File: config.mk
export PLATFORM = sky130hd
export DESIGN_NAME = vend_ctrl
export DESIGN_NICKNAME = d
export VERILOG_FILES = /design/src/rtl/vend_pkg.sv /design/src/rtl/vend_hold_timer.sv /design/src/rtl/vend_ctrl.sv
export SDC_FILE = /design/constraint.sdc
export NUM_CORES = 1
export LEC_CHECK = 0
export BUFFER_PORTS_ARGS = -buffer_cell sky130_fd_sc_hd__buf_4
export CORE_MARGIN = 8
export CORE_UTILIZATION = 28
export CTS_CLUSTER_SIZE = 8
export DETAILED_ROUTE_END_ITERATION = 6
export PLACE_DENSITY_LB_ADDON = 0.1
export SLEW_MARGIN = 5
export SYNTH_ARGS = -nofsm -noshare
export SYNTH_HDL_FRONTEND = slang
export SYNTH_HIERARCHICAL = 1
export SYNTH_SLANG_ARGS = --single-unit
File: constraint.sdc
create_clock -name sys_clk -period 5.1 [get_ports sys_clk]
set_input_delay 0.51 -clock sys_clk [delete_from_list [all_inputs] [get_ports sys_clk]]
set_output_delay 0.51 -clock sys_clk [all_outputs]
set_load 0.02 [all_outputs]
File: src/rtl/vend_pkg.sv
// Shared types and constants for the vending transaction controller.
package vend_pkg;

  typedef enum logic [1:0] {
    IDLE   = 2'd0,
    PAY    = 2'd1,
    VEND   = 2'd2,
    CHANGE = 2'd3
  } state_e;

  localparam logic [1:0] FLAG_NORMAL = 2'b00;
  localparam logic [1:0] FLAG_VEND   = 2'b01;
  localparam logic [1:0] FLAG_SHORT  = 2'b10;
  localparam logic [1:0] FLAG_CHANGE = 2'b11;

  localparam logic [7:0] COIN_HALF = 8'd1;
  localparam logic [7:0] COIN_ONE  = 8'd2;

  localparam int PRICE_ENTRIES = 10;
  // Half-yuan prices: goods 0 = 1.5 yuan ... goods 9 = 6.0 yuan.
  localparam logic [7:0] PRICE_HALF [PRICE_ENTRIES] = '{
    8'd3, 8'd4, 8'd5, 8'd6, 8'd7, 8'd8, 8'd9, 8'd10, 8'd11, 8'd12
  };

  function automatic logic [7:0] price_of(input logic [3:0] idx);
    logic [7:0] p;
    p = 8'd0;
    for (int i = 0; i < PRICE_ENTRIES; i++) begin
      if (idx == 4'(i)) p = PRICE_HALF[i];
    end
    return p;
  endfunction

endpackage

File: src/rtl/vend_hold_timer.sv
// Loadable down-counter holding the VEND and CHANGE screens; zero marks terminal count.
module vend_hold_timer
  import vend_pkg::*;
#(
  parameter int WIDTH = 26
) (
  input  logic             sys_clk,
  input  logic             sys_rst,
  input  logic             load,
  input  logic [WIDTH-1:0] load_val,
  input  logic             count,
  output logic             zero
);

  logic [WIDTH-1:0] cnt_q, cnt_d;

  always_comb begin
    cnt_d = cnt_q;
    if (load) begin
      cnt_d = load_val;
    end else if (count && (cnt_q != '0)) begin
      cnt_d = cnt_q - 1'b1;
    end
  end

  always_ff @(posedge sys_clk) begin
    if (sys_rst) cnt_q <= '0;
    else         cnt_q <= cnt_d;
  end

  assign zero = (cnt_q == '0);

endmodule

File: src/rtl/vend_ctrl.sv
// Vending transaction controller: tracks credit in half-yuan units and drives the display bundle.
// state  | meaning
// IDLE   | no credit, goods selection only
// PAY    | credit held, awaiting more coins / confirm / cancel
// VEND   | goods released, holding vend screen
// CHANGE | returning credit, holding change screen
module vend_ctrl
  import vend_pkg::*;
#(
  parameter int NUM_GOODS   = 10,
  parameter int HOLD_CYCLES = 50_000_000,
  parameter int MAX_CREDIT  = 199
) (
  input  logic       sys_clk,
  input  logic       sys_rst,
  input  logic       key_sel,
  input  logic       key_coin_half,
  input  logic       key_coin_one,
  input  logic       key_confirm,
  input  logic       key_cancel,
  output logic [3:0] goods_index,
  output logic [6:0] money,
  output logic       point_flag,
  output logic [1:0] money_flag,
  output logic       dispense,
  output logic       change_valid,
  output logic       coin_reject
);

  localparam int TW = (HOLD_CYCLES > 1) ? $clog2(HOLD_CYCLES) : 1;

  state_e     state_q, state_d;
  logic [7:0] credit_q, credit_d;
  logic [3:0] goods_q, goods_d;
  logic [1:0] flag_q, flag_d;
  logic       dispense_q, dispense_d;
  logic       change_valid_q, change_valid_d;
  logic       reject_q, reject_d;

  logic       tmr_load, tmr_count, tmr_zero;
  logic [7:0] coin_val, price_half;
  logic [8:0] coin_sum;
  logic       coin_key, coin_ok;
  logic [3:0] goods_next;

  vend_hold_timer #(.WIDTH(TW)) u_hold_timer (
    .sys_clk  (sys_clk),
    .sys_rst  (sys_rst),
    .load     (tmr_load),
    .load_val (TW'(HOLD_CYCLES - 1)),
    .count    (tmr_count),
    .zero     (tmr_zero)
  );

  always_comb begin
    coin_key   = key_coin_one | key_coin_half;
    coin_val   = key_coin_one ? COIN_ONE : (key_coin_half ? COIN_HALF : 8'd0);
    coin_sum   = {1'b0, credit_q} + {1'b0, coin_val};
    coin_ok    = (coin_sum <= 9'(MAX_CREDIT));
    price_half = price_of(goods_q);
    goods_next = (goods_q == 4'(NUM_GOODS - 1)) ? 4'd0 : goods_q + 4'd1;
  end

  always_comb begin
    state_d    = state_q;
    credit_d   = credit_q;
    goods_d    = goods_q;
    flag_d     = flag_q;
    dispense_d = 1'b0;
    reject_d   = 1'b0;
    tmr_load   = 1'b0;
    tmr_count  = (state_q == VEND) || (state_q == CHANGE);

    unique case (state_q)
      IDLE: begin
        // confirm/cancel win priority but do nothing here, so lower keys are dropped too
        if (!key_cancel && !key_confirm) begin
          if (coin_key) begin
            if (coin_ok) begin
              credit_d = coin_sum[7:0];
              state_d  = PAY;
            end else begin
              reject_d = 1'b1;
            end
          end else if (key_sel) begin
            goods_d = goods_next;
          end
        end
      end
      PAY: begin
        if (key_cancel) begin
          state_d  = CHANGE;
          flag_d   = FLAG_CHANGE;
          tmr_load = 1'b1;
        end else if (key_confirm) begin
          if (credit_q >= price_half) begin
            state_d    = VEND;
            credit_d   = credit_q - price_half;
            flag_d     = FLAG_VEND;
            dispense_d = 1'b1;
            tmr_load   = 1'b1;
          end else begin
            flag_d = FLAG_SHORT;
          end
        end else if (coin_key) begin
          if (coin_ok) begin
            credit_d = coin_sum[7:0];
            flag_d   = FLAG_NORMAL;
          end else begin
            reject_d = 1'b1;
          end
        end else if (key_sel) begin
          goods_d = goods_next;
          flag_d  = FLAG_NORMAL;
        end
      end
      VEND: begin
        if (tmr_zero) begin
          if (credit_q != 8'd0) begin
            state_d  = CHANGE;
            flag_d   = FLAG_CHANGE;
            tmr_load = 1'b1;
          end else begin
            state_d = IDLE;
            flag_d  = FLAG_NORMAL;
          end
        end
      end
      CHANGE: begin
        if (tmr_zero) begin
          state_d  = IDLE;
          credit_d = 8'd0;
          flag_d   = FLAG_NORMAL;
        end
      end
      default: state_d = IDLE;
    endcase

    change_valid_d = (state_d == CHANGE);
  end

  always_ff @(posedge sys_clk) begin
    if (sys_rst) begin
      state_q        <= IDLE;
      credit_q       <= 8'd0;
      goods_q        <= 4'd0;
      flag_q         <= FLAG_NORMAL;
      dispense_q     <= 1'b0;
      change_valid_q <= 1'b0;
      reject_q       <= 1'b0;
    end else begin
      state_q        <= state_d;
      credit_q       <= credit_d;
      goods_q        <= goods_d;
      flag_q         <= flag_d;
      dispense_q     <= dispense_d;
      change_valid_q <= change_valid_d;
      reject_q       <= reject_d;
    end
  end

  // In CHANGE the held credit is the refund, so the display always shows credit.
  assign goods_index  = goods_q;
  assign money        = credit_q[7:1];
  assign point_flag   = credit_q[0];
  assign money_flag   = flag_q;
  assign dispense     = dispense_q;
  assign change_valid = change_valid_q;
  assign coin_reject  = reject_q;

endmodule

==> reports/qor.yml, run 1 <==
r2r-start: "u_hold_timer/cnt_q[0]"
cts.path.max_buffers: 2
globalRouteOverflowTotal: 0
fin_nets: 472
ant_nets: 0
post_drt_via_cell_ratio: 5.304
final_common_cell: "nor2_1"
row_count: 40
startpoint_type: "register"
synth_warnings: 6
clock_sinks: 45
p_seq_frac: 0.323
switching_power_w: 0.0005998
vdd_drop_max_v: 0.0001434
drv_slew: 0
layout-drive-gt1-share: 0.1150
wl_per_cell_um: 15.88
p_total_w: 0.001386
maxCapViolations: 0
fin_tns_setup_ns: 0
grt_max_degree: 50
reg2reg_to: "u_hold_timer/cnt_q[2]"
end_kind: "register"
holdPathEnd: "dispense"
grt_pass1_wl_um: 15880
htreeDepth: 2
syn_to_final_growth_pct: 13.16
finalNonFillerCells: 599
status: "finished clean"
start_util: 0.2857
cts_setup_buffers: 0
combPwrFrac: 0.438
globalplace.congestion: 0.7444
clk_latency_ns: 0.30
netlist_area_um2: 3432
die-area_um2: 16060
rsz0062_at_grt: "false"
io-pin-count: 24
swShare: 0.4328
post_cts_resized: 0
hold_buffers: 0
cts_buffers: 5
synthTopCellsByArea: "dfxtp_1, nor2_1, ha_1"
synthArstFlopShare: 0
cts_tree: "built"
min_path_cells: 2
antenna_found_initial: 0
core_area_um2: 12010
period_share: 0.7712
num_vias: 3177
die_h_um: 126.7
p_int_w: 0.0007860
path_class: "register to register"
synth.largest_area_cell: "dfxtp_1"
power_density_nw_per_um2: 356.8
maxSlewHeadroom: 0.3459
hp-class: "input pin to register"
numPortBuffers: 23
route.detailed.drc: 0
cts-root-buf: "clkbuf_16"
ff2ff_path_depth: 11
period_needed_ns: 3.933
hpwl_um: 6697
ys_types: 84
drt-total-wl_um: 9515
worst_ep_required_time_ns: 5.28
netlist_instances: 426
layout_common_cells: "nor2_1, dfxtp_1, buf_4, conb_1, inv_1"
clock-skew-final_ns: 0.01001
hp-start: "key_cancel"
syn_area_per_cell_um2: 8.056
hold_violations: 0
finalSetupViolCount: 0
path_max_fanout: 29
synth_edf_count: 0
ys_seq_area_frac: 0.2625
yosys.area.top_type_share: 0.2625
clk_pin_slew_ns: 0.07
dp.cells: 592
p_leak_nw: 1.526
grtUsageTotal: 0.1206
timing.fmax_mhz: 254.2
r2r_setup_slack_ns: 1.17
num-fill-cells: 1285
ys_seq_elements: 45
drtPass1Iterations: 4
die_w_um: 126.7
n_antenna_cell: 0
crit_arrival_ns: 4.11
drtIter0Drc: 148
ys.flop_type: "dfxtp_1"
grt_pass1_vias: 3059
pwr-share-clk: 0.239
tightestPinTransition_ns: 0.9811
worst max-delay path by stage:
stage / slack [ns] / from / end / cells past startpoint
floorplan: 1.40 / goods_index[1] / u_hold_timer/cnt_q[12] / 15
global placement: 1.25 / goods_index[1] / u_hold_timer/cnt_q[18] / 14
detailed placement: 1.14 / u_hold_timer/cnt_q[0] / u_hold_timer/cnt_q[2] / 11
CTS: 1.12 / u_hold_timer/cnt_q[0] / u_hold_timer/cnt_q[2] / 11
global route: 0.76 / u_hold_timer/cnt_q[1] / u_hold_timer/cnt_q[2] / 11
finish: 1.17 / u_hold_timer/cnt_q[0] / u_hold_timer/cnt_q[2] / 11
per-layer routing:
| metal | routed length [um] | track usage | part of all wire |
|---|---|---|---|
| met1 | 4542 | 0.1525 | 0.48 |
| met2 | 4470 | 0.1950 | 0.47 |
| met3 | 358 | 0.02765 | 0.038 |
| met4 | 144 | 0.04689 | 0.015 |
| met5 | 0 | 0 | 0 |
synthesized netlist by cell type, types with 3 or more instances:
master and count:
nor2_1 50, dfxtp_1 45, inv_1 20, a21oi_1 17, clkbuf_1 17, nand2_1 15, a211oi_1 14, nor3_1 14
nor2b_1 12, or3_1 12, a2111oi_0 11, ha_1 11, a311oi_1 10, o21ai_0 10, xnor2_1 10, and4_1 9
nor4_1 9, nand3_1 8, buf_2 7, nand4_1 6, a21o_1 5, a31oi_1 5, and2_1 5, and3_1 5
or4_1 5, o21ai_1 4, o31ai_1 4, xor2_1 4, a32oi_1 3, buf_4 3, buf_6 3, nor3b_1 3
o21a_1 3, o32ai_1 3, or2_2 3
power by group through the flow:
stage | registers [W] | logic [W] | clock network (W)
global placement | 0.000455 | 0.000600 | 0
global route | 0.000455 | 0.000679 | 0.000361
finish | 0.000448 | 0.000607 | 0.000331
detailed placement | 0.000455 | 0.000604 | 0
CTS | 0.000447 | 0.000607 | 0.000354
floorplan | 0.000447 | 0.000467 | 0
metrics by stage:
step	setup slack, ns	util	hold slack (ns)	cell area [um^2]
after detailed placement	1.143	0.3116	0.4902	3742
after floorplan	1.401	-	0.4744	3522
after global placement	1.253	0.3116	0.4877	3742
final	1.167	0.3233	0.4854	3884
after global routing	0.7619	0.3233	0.4850	3884
after CTS	1.120	0.3233	0.4688	3884
layout make-up:
class                      instances  area (um^2)  share of cell area
inverter                          21        78.83             0.02030
clock buffer                       5        125.1             0.03222
tap                              147        183.9             0.04736
timing repair buffer              26        195.2             0.05026
multi-input combinational        353         2384              0.6137
sequential                        45        900.9              0.2320
clock inverter                     2        16.27            0.004188
critical path: stages, from the launching register on:
cell and delay [ns]:
dfxtp_1 0.34, inv_1 0.06, ha_1 0.20, or4b_1 0.54, or4_1 0.55, nor2_1 0.27, a22o_1 0.22, o21a_1 0.13
buf_4 0.29, clkinv_1 0.53, and4_1 0.38, a2111oi_0 0.29
sequential cells by signal, indices dropped and copies added (netlist names):
signal              count
coin_reject             1
state_q                 2
change_valid            1
credit_q                8
goods_index             4
dispense                1
money_flag              2
u_hold_timer/cnt_q     26
logic make-up (layout without fill, tap and decap cells):
group,Yosys count,count (layout),share of synthesized area
buffers and inverters,52,54,0.06926
multiplexers,3,3,0.009114
adder cells (fa/ha/maj),13,13,0.05177
other,2,26,0.002188
AO/OA/AOI/OAI,127,127,0.2938
XOR/XNOR,14,14,0.03573
AND/OR/NAND/NOR,170,170,0.2756
flip-flops,45,45,0.2625
No activity file was read; power rests on OpenSTA's default activity.
==> run 2: changes to the inputs <==
clock period = 3.98 ns   (was 5.1 ns; I/O delays follow)
==> reports/qor.yml, run 2 (same netlist as run 1, synthesis figures left out) <==
rsz0062_at_grt: "false"
fin_nets: 476  # +0.85%
p_seq_frac: 0.312  # -0.011
n_antenna_cell: 0  # unchanged
io-pin-count: 24  # unchanged
row_count: 40  # unchanged
hp-class: "input pin to register"
numPortBuffers: 23  # unchanged
drt-total-wl_um: 9543  # +0.29%
post_drt_via_cell_ratio: 5.402  # +1.9%
vdd_drop_max_v: 0.0001783  # +24%
switching_power_w: 0.0007777  # +30%
drtPass1Iterations: 4  # unchanged
p_int_w: 0.001039  # +32%
swShare: 0.4281  # -0.004650
layout_common_cells: "nor2_1, dfxtp_1, buf_4"
fin_ws_ns: 0.5602  # -0.6065 ns
cts_tree: "built"
timing.fmax_mhz: 292.4  # +15%
combPwrFrac: 0.441  # +0.003
end_kind: "register"
drtIter0Drc: 181  # +22%
grt_max_degree: 50  # unchanged
p_total_w: 0.001816  # +31%
power_density_nw_per_um2: 461.3  # +29%
place_area_um2: 3785  # +1.1%
syn_to_final_growth_pct: 14.73
final_cell_area_um2: 3938  # +1.4%
ant_nets: 0  # unchanged
hold_violations: 0  # unchanged
startpoint_type: "register"
maxSlewHeadroom: 0.3631  # +0.01719
finalSetupViolCount: 0  # unchanged
crit_arrival_ns: 3.64  # -0.47 ns
largest-register: "u_hold_timer/cnt_q"
cts_setup_buffers: 0  # unchanged
p_leak_nw: 1.563  # +2.5%
status: "finished clean"
clk_latency_ns: 0.30  # about the same
die-area_um2: 16060  # unchanged
grt_pass1_wl_um: 15770  # -0.74%
fin_tns_setup_ns: 0  # unchanged
clock-skew-final_ns: 0.005826  # -0.004181 ns
die_w_um: 126.7  # unchanged
worst_ep_required_time_ns: 4.20  # -1.08 ns
final_common_cell: "nor2_1"
cts.path.max_buffers: 2  # unchanged
cts_buffers: 5  # unchanged
hold_buffers: 0  # unchanged
globalRouteOverflowTotal: 0  # unchanged
core_area_um2: 12010  # unchanged
cts-root-buf: "clkbuf_16"
htreeDepth: 2  # unchanged
layout-drive-gt1-share: 0.1247  # +0.009682
pwr-share-clk: 0.247  # +0.008
final_core_util: 0.3278  # +0.004480
globalplace.congestion: 0.7494  # +0.67%
place_ws_ns: 0.5674  # -0.5756 ns
hpwl_um: 6756  # +0.88%
largest_register_ffs: 26  # unchanged
period_share: 0.8593  # +0.08801
clock_sinks: 45  # unchanged
path_class: "register to register"
grt_pass1_vias: 3022  # -1.2%
antenna_found_initial: 0  # unchanged
drv_slew: 0  # unchanged
maxCapViolations: 0  # unchanged
clk_pin_slew_ns: 0.07  # about the same
route.detailed.drc: 0  # unchanged
grtUsageTotal: 0.1209  # +0.0002360
start_util: 0.2857  # unchanged
num_vias: 3263  # +2.7%
path_max_fanout: 9  # -69%
wl_per_cell_um: 15.80  # -0.54%
die_h_um: 126.7  # unchanged
tightestPinTransition_ns: 0.9553  # -0.02578 ns
period_needed_ns: 3.420  # -0.5135 ns
post_cts_resized: 0  # unchanged
[run 2: cell count changes in the layout (fill, tap and decap cells not counted), sizes merged]
| cell | before | now |
|---|---|---|
| clkbuf | 5 | 6 |
| buf | 26 | 30 |
| clkinv | 2 | 3 |
| clkinvlp | 1 | 0 |
[run 2: worst paths after layout]
| kind | endpoint | startpoint | cells past startpoint | slack [ns] |
|---|---|---|---|---|
| setup reg to reg | credit_q[5] | u_hold_timer/cnt_q[0] | 11 | 0.56 |
| setup / recovery | credit_q[5] | u_hold_timer/cnt_q[0] | 11 | 0.56 |
| hold reg to reg | money_flag[1] | money_flag[1] | 2 | 0.51 |
| hold / removal | dispense | key_cancel | 2 | 0.37 |
[run 2: power by group through the flow]
stage / clock (W) / sequential (W) / combinational [W]
6_report: 0.000449 / 0.000566 / 0.000801
5_1_grt: 0.000483 / 0.000577 / 0.000887
4_1_cts: 0.000471 / 0.000567 / 0.000800
3_5_place_dp: 0 / 0.000576 / 0.000797
3_3_place_gp: 0 / 0.000577 / 0.000795
2_1_floorplan: 0 / 0.000572 / 0.000598
[run 2: layer usage]
metal	wire length [um]	GRT usage
met2	4159	0.1836
met3	433	0.02388
met4	206	0.05738
met1	4743	0.1605
met5	0	0
[run 2: layout make-up]
class / instances / area (um^2)
multi-input combinational: 353 / 2384
inverter: 21 / 78.83
clock inverter: 2 / 13.76
timing repair buffer: 30 / 237.7
clock buffer: 6 / 138.9
tap: 147 / 183.9
fill: 1261 / 8074
sequential: 45 / 900.9
[run 2: stage by stage]
step           hold slack (ns)  instances
2_1_floorplan           0.4744        450
3_3_place_gp            0.4972        596
3_5_place_dp            0.5031        596
4_1_cts                 0.3555        604
5_1_grt                 0.3700        604
6_report                0.3714        604
[run 2: worst max-delay path, stage by stage (launching register included)]
cell	delay, ns
dfxtp_1	0.34
inv_1	0.08
ha_1	0.21
or4b_1	0.54
or4_1	0.55
nor2_1	0.24
nor2b_1	0.09
a2111o_1	0.40
a31oi_4	0.33
nand4b_1	0.13
mux2_2	0.29
a31oi_1	0.14
